**config.mk**
```make
export PLATFORM = sky130hd
export DESIGN_NAME = clint_timer
export DESIGN_NICKNAME = d
export VERILOG_FILES = /design/src/rtl/clint_timer.sv
export SDC_FILE = /design/constraint.sdc
export NUM_CORES = 1
export LEC_CHECK = 0
export BUFFER_PORTS_ARGS = -buffer_cell sky130_fd_sc_hd__buf_2
export CAP_MARGIN = 20
export CORE_ASPECT_RATIO = 0.6
export CORE_UTILIZATION = 40
export DETAILED_ROUTE_END_ITERATION = 8
export PLACE_DENSITY = 0.64
export SLEW_MARGIN = 20
export SYNTH_ARGS = -nofsm -noshare
export SYNTH_HDL_FRONTEND = slang
export SYNTH_SLANG_ARGS = --single-unit
```
**constraint.sdc**
```tcl
create_clock -name clk_i -period 2.9 [get_ports clk_i]
set_input_delay 0.29 -clock clk_i [delete_from_list [all_inputs] [get_ports clk_i]]
set_output_delay 0.29 -clock clk_i [all_outputs]
set_load 0.02 [all_outputs]
```
**src/rtl/clint_timer.sv**
```systemverilog
// Multi-hart CLINT: shared prescaled 64-bit mtime, per-hart mtimecmp/msip, SRAM-style 32-bit bus.
// Read data, mtip and msip are registered (one-cycle latency); no backpressure, every access completes in one cycle.
module clint_timer #(
  parameter int NUM_HARTS    = 2,
  parameter int PRESCALE_W   = 16,
  parameter int PRESCALE_RST = 100,
  parameter int ADDR_W       = 7
) (
  input  logic                 clk_i,
  input  logic                 reset_i,
  input  logic                 csb_i,
  input  logic                 wen_i,
  input  logic [ADDR_W-1:0]    addr_i,
  input  logic [31:0]          data_i,
  input  logic [3:0]           wmask_i,
  output logic [31:0]          data_o,
  output logic [NUM_HARTS-1:0] mtip_o,
  output logic [NUM_HARTS-1:0] msip_o
);

  localparam int WW = ADDR_W - 2;

  logic [63:0]           mtime;
  logic [31:0]           shadow;
  logic                  en;
  logic [PRESCALE_W-1:0] prescale;
  logic [PRESCALE_W-1:0] cnt;
  logic [NUM_HARTS-1:0]  msip;
  logic [63:0]           mtimecmp [NUM_HARTS];

  logic [WW-1:0]         word;
  logic                  wr, rd, tick;
  logic                  sel_lo, sel_hi, sel_ctrl, sel_ps;
  logic [NUM_HARTS-1:0]  sel_msip, sel_cmp_lo, sel_cmp_hi;
  logic [31:0]           rdata;
  logic                  addr_unused;

  assign addr_unused = ^addr_i[1:0];
  assign word        = addr_i[ADDR_W-1:2];
  assign wr          = !csb_i && !wen_i;
  assign rd          = !csb_i && wen_i;
  assign sel_lo      = (word == WW'(0));
  assign sel_hi      = (word == WW'(1));
  assign sel_ctrl    = (word == WW'(2));
  assign sel_ps      = (word == WW'(3));

  // PRESCALE of 0 or 1 degenerates to a tick every enabled cycle.
  assign tick = en && ((prescale <= PRESCALE_W'(1)) || (cnt == prescale - PRESCALE_W'(1)));

  function automatic logic [31:0] wmerge(input logic [31:0] old, input logic [31:0] d,
                                         input logic [3:0] m);
    logic [31:0] r;
    for (int b = 0; b < 4; b++)
      r[8*b +: 8] = m[b] ? d[8*b +: 8] : old[8*b +: 8];
    return r;
  endfunction

  always_comb begin
    sel_msip   = '0;
    sel_cmp_lo = '0;
    sel_cmp_hi = '0;
    rdata      = '0;
    for (int h = 0; h < NUM_HARTS; h++) begin
      sel_msip[h]   = (word == WW'(4 + h));
      sel_cmp_lo[h] = (word == WW'(16 + 2*h));
      sel_cmp_hi[h] = (word == WW'(17 + 2*h));
    end
    if (sel_lo)   rdata = mtime[31:0];
    if (sel_hi)   rdata = shadow;
    if (sel_ctrl) rdata = {31'b0, en};
    if (sel_ps)   rdata = 32'(prescale);
    for (int h = 0; h < NUM_HARTS; h++) begin
      if (sel_msip[h])   rdata = {31'b0, msip[h]};
      if (sel_cmp_lo[h]) rdata = mtimecmp[h][31:0];
      if (sel_cmp_hi[h]) rdata = mtimecmp[h][63:32];
    end
  end

  always_ff @(posedge clk_i or negedge reset_i) begin
    if (!reset_i) begin
      mtime    <= '0;
      shadow   <= '0;
      en       <= 1'b1;
      prescale <= PRESCALE_W'(PRESCALE_RST);
      cnt      <= '0;
      msip     <= '0;
      data_o   <= '0;
      mtip_o   <= '0;
      msip_o   <= '0;
      for (int h = 0; h < NUM_HARTS; h++) mtimecmp[h] <= '1;
    end else begin
      if (wr && sel_ps)  cnt <= '0;
      else if (en)       cnt <= tick ? '0 : cnt + PRESCALE_W'(1);

      // A write to either half swallows the tick for the whole 64-bit counter.
      if (wr && sel_lo)       mtime[31:0]  <= wmerge(mtime[31:0], data_i, wmask_i);
      else if (wr && sel_hi)  mtime[63:32] <= wmerge(mtime[63:32], data_i, wmask_i);
      else if (tick)          mtime        <= mtime + 64'd1;

      if (rd && sel_lo)       shadow <= mtime[63:32];
      else if (wr && sel_hi)  shadow <= wmerge(shadow, data_i, wmask_i);

      if (wr && sel_ctrl && wmask_i[0]) en <= data_i[0];
      if (wr && sel_ps) prescale <= PRESCALE_W'(wmerge(32'(prescale), data_i, wmask_i));

      for (int h = 0; h < NUM_HARTS; h++) begin
        if (wr && sel_msip[h] && wmask_i[0]) msip[h] <= data_i[0];
        if (wr && sel_cmp_lo[h])
          mtimecmp[h][31:0]  <= wmerge(mtimecmp[h][31:0], data_i, wmask_i);
        if (wr && sel_cmp_hi[h])
          mtimecmp[h][63:32] <= wmerge(mtimecmp[h][63:32], data_i, wmask_i);
        mtip_o[h] <= (mtime >= mtimecmp[h]);
      end
      msip_o <= msip;

      if (rd) data_o <= rdata;
    end
  end

endmodule

```
==> summary.txt <==
Floorplanning
  • Die Area: 46700 um2
  • Die Y: 168 um
  • Core area: about 45000 um2
  • Ports: 83
  • Die Span X: 278 um
  • Initial Util: 40.8%
  • Rows: 60

Final layout
  • Area Overhead vs Synth: 21.7%
  • Share of layout cells above drive strength 1: between 20% and 30%
  • ANT cells: 0
  • Fill cells: 4210
  • Final nets: ~2.4k

Timing
  • Max Clock Freq: 317 MHz
  • Count of endpoints failing setup in the final report: 70
  • Fin crit period: 3150 ps
  • Slack of the critical path: -250 ps
  • RSZ-0062 raised after global routing: yes
  • Worst Clk Skew: 12.9 ps
  • Fin. Hold Viols: 0
  • Slew Limit Fails: 0
  • Setup tns final: -9180 ps
  • Final period util: 109%
  • Final hold slack: roughly 18 ps
  • Slew @ Worst Pin: 817 ps
  • Relative slew margins: between 40% and 50%

Critical path
  • Slowest cell on the critical path: or4_4
  • CP max stage delay: 570 ps
  • Setup CP Type: register to register
  • CP cell instances: or4_4 > or4_4 > or3_1 > and4b_1 > nand4b_1 > o22ai_4 > buf_4 > clkbuf_16 > or2_4 > o22ai_1 > nor2_1
  • Critical-path maximum fanout: 18
  • CP dominant cell by count: or4_4
  • Worst R2R End: mtime[50]$_DFFE_PN0P_
  • RR Startpoint: prescale[9]$_DFFE_PN0P_
  • Crit end category: register
  • Buf/Inv on CP: 2
  • Reg2reg path depth: 11
  • Crit path max-delay family: simple AND/OR/NAND/NOR gates
  • Worst reg2reg setup slack: -250 ps
  • Critical path required time: 3390 ps
  • Startpoint types: register
  • Worst path arrival time: 3640 ps

Global route
  • First-pass GRT wire length: 103 mm
  • Total Routing Usage GR: 28.6%
  • Number of global-route vias before repair: 16.3k
  • Initial antenna violation count: 2
  • Pin count of the biggest net entering global routing: between 70 and 80
  • Remaining Overflow, GRT: 0

CTS
  • Clk Latency, worst-skew pair: between 500 and 600 ps
  • CTS sink count: 295
  • CTS buffer count: 31
  • CTS tree: yes
  • CTS H-Tree Depth: 1
  • CTS clk-pin slew, worst paths: 70 ps
  • Longest Clk Path Bufs: 3
  • CTS root buffer: clkbuf_16

Detailed routing
  • DR vias: 17.3k
  • Metal-1 WL: about 32 mm
  • Uppermost routed layer: met4
  • Iteration-0 DRC Markers: ~2.3k
  • Drt total wl: 67.5 mm
  • DR vias/cell: 6.08
  • Detailed Routing Iterations Pass 1: 7
  • Post-DRT Antenna Nets: 0
  • Routed length per instance: 23.7 um
  • Remaining DRCs: 0
  • Met2 WL: ~26 mm
  • DR WL met3: 8.12 mm

Power and ir drop
  • PwrDens: around 530 nW/um2
  • P_sw: 3.53 mW
  • Clock power frac: between 30% and 40%
  • VDD IR max: 318 uV
  • P_leak: around 10 nW
  • Sequential share of power: 41.9%
  • Internal power: between 8 and 9 mW
  • Comb pwr share: 20.3%
  • Switching share of total power: between 20% and 30%

Yosys
  • Synth cell types: 79
  • Yosys top cell by area: dfrtp_1
  • Top cells by count, synth: nand2_1 (222), o21ai_0 (206), dfrtp_1 (163)
  • Yosys Warn Count: 0
  • Post-Syn Nets: 2200
  • Sequential area share after synthesis: 41.2%
  • Main synth FF type: dfrtp_1
  • Mapped Area: 18300 um2
  • Count leader, synth: nand2_1
  • Async SR Flop Fraction: 100%
  • Synth Area per Inst: between 9 and 10 um2
  • Yosys top cell area share: 22.3%
  • Synth top area cells: dfrtp_1 (22%), dfstp_2 (19%), ha_1 (9.0%)
  • Yosys reg bits: between 200 and 300
  • Gate count after technology mapping: just over 2k
  • Number of synthesized flops with an enable pin: 0

Outcome
  • Failing checks: negative setup slack
  • Run status: complete, but fails checks

Min path
  • Hold WC Path Type: primary input to register
  • Hold wc startpoint: data_i[7]
  • Hold Path Sink: mtimecmp[71]$_DFFE_PN1P_
  • Worst Hold Depth: 3

Place
  • Port buffer count: 80
  • Post-Place Setup Slack: -434 ps
  • GP Congestion: roughly 1
  • Dpl hpwl: about 50 mm

Run
  • Max-capacitance violation count: 0
-- timing repair --
action,CTS,global route
hold endpoints to repair,57,0
pin swaps,12,14
setup buffers,3,5
hold buffers,5,0
resized for setup,59,41
cloned,3,2
endpoints found under the setup margin,78,83
-- cell usage in the layout (no fill, tap or decap), types with 7 or more instances in the layout --
cell type,count
and4_1,7
a21oi_2,15
o22a_1,10
a31oi_1,11
nor4_1,8
nor2_1,149
clkbuf_1,7
nand3_1,48
nand2_1,222
o211ai_1,8
dfrtp_1,161
a22oi_1,15
nor3_1,27
and3_1,32
dfstp_2,132
o21ai_0,183
clkbuf_16,37
nor2b_1,9
nand4_1,46
a221oi_1,16
and2_1,7
o22ai_1,20
nand2b_1,21
a211oi_1,7
xor2_1,10
inv_1,137
buf_4,169
a222oi_1,29
a21oi_1,110
buf_2,79
ha_1,130
mux2i_1,17
a21o_1,45
xnor2_1,8
mux2_2,99
o21ai_1,29
buf_12,11
o22ai_2,9
-- metal layers --
| metal | vias up | global-route usage (%) |
|---|---|---|
| met2 | 886 | 37.6 |
| met5 | - | 0 |
| met4 | 0 | 5.28 |
| met1 | 8536 | 45.8 |
| met3 | 90 | 7.73 |
| li1 | 7782 | - |
-- worst reg2reg max path, delay by kind of cell, from the launching register on --
kind	cells	cell delay [ps]
AO/OA/AOI/OAI	2	280
buffers and inverters	2	360
flip-flops	1	370
AND/OR/NAND/NOR	7	2030
-- metrics by stage --
step                      utilization (%)  instance area [um2]  total power, mW  cells
after floorplan                         -                18400             6.12   2021
after global placement               45.8                20600             7.12   2771
after detailed placement             45.8                20600             7.17   2771
after CTS                            49.1                22100             11.7   2837
after global routing                 49.6                22300             12.3   2844
final                                49.6                22300             11.8   2844
-- flip-flops by register name, summed over array words and instances (netlist names), 2 cells and up --
signal    flops
cnt          16
data_o       32
msip          2
msip_o        2
mtime        64
mtimecmp    128
mtip_o        2
prescale     16
shadow       32
-- layout make-up --
class                   instances  area [um2]  share of cell area, %
flip-flops and latches        295        7550                   33.9
clock inverters                 8         121                  0.544
inverters                     138         518                   2.32
clock buffers                  49        1010                   4.53
repair buffers                275        2110                   9.47
well taps                     589         737                   3.30
multi-input cells            1490       10300                   46.0
-- cells by family after synthesis --
family | synth area share, %
AOI/OAI and AO/OA | 20.2
buffers and inverters | 5.07
xor gates and xnor gates | 0.908
and+or+nand+nor | 16.2
muxes | 7.38
adders and majority gates | 9.07
DFF | 41.2
-- power by group through the flow --
stage	combinational, mW	sequential, mW	clock (mW)
final	2.40	4.93	4.45
after global routing	2.61	4.97	4.68
after CTS	2.29	4.92	4.52
after detailed placement	2.19	4.98	0
after global placement	2.14	4.97	0
after floorplan	1.16	4.97	0
-- worst max path at each step --
stage	endpoint	depth (start not counted)	slack, ps	startpoint
after detailed placement	mtime[7]$_DFFE_PN0P_	11	-430	prescale[11]$_DFFE_PN0P_
after global placement	mtime[17]$_DFFE_PN0P_	10	-330	prescale[11]$_DFFE_PN0P_
after global routing	mtime[50]$_DFFE_PN0P_	11	-330	prescale[9]$_DFFE_PN0P_
after CTS	mtime[54]$_DFFE_PN0P_	11	-240	prescale[9]$_DFFE_PN0P_
final	mtime[50]$_DFFE_PN0P_	11	-250	prescale[9]$_DFFE_PN0P_
after floorplan	mtime[32]$_DFFE_PN0P_	10	-50	prescale[10]$_DFFE_PN0P_
No activity file was read; power rests on OpenSTA's default activity.
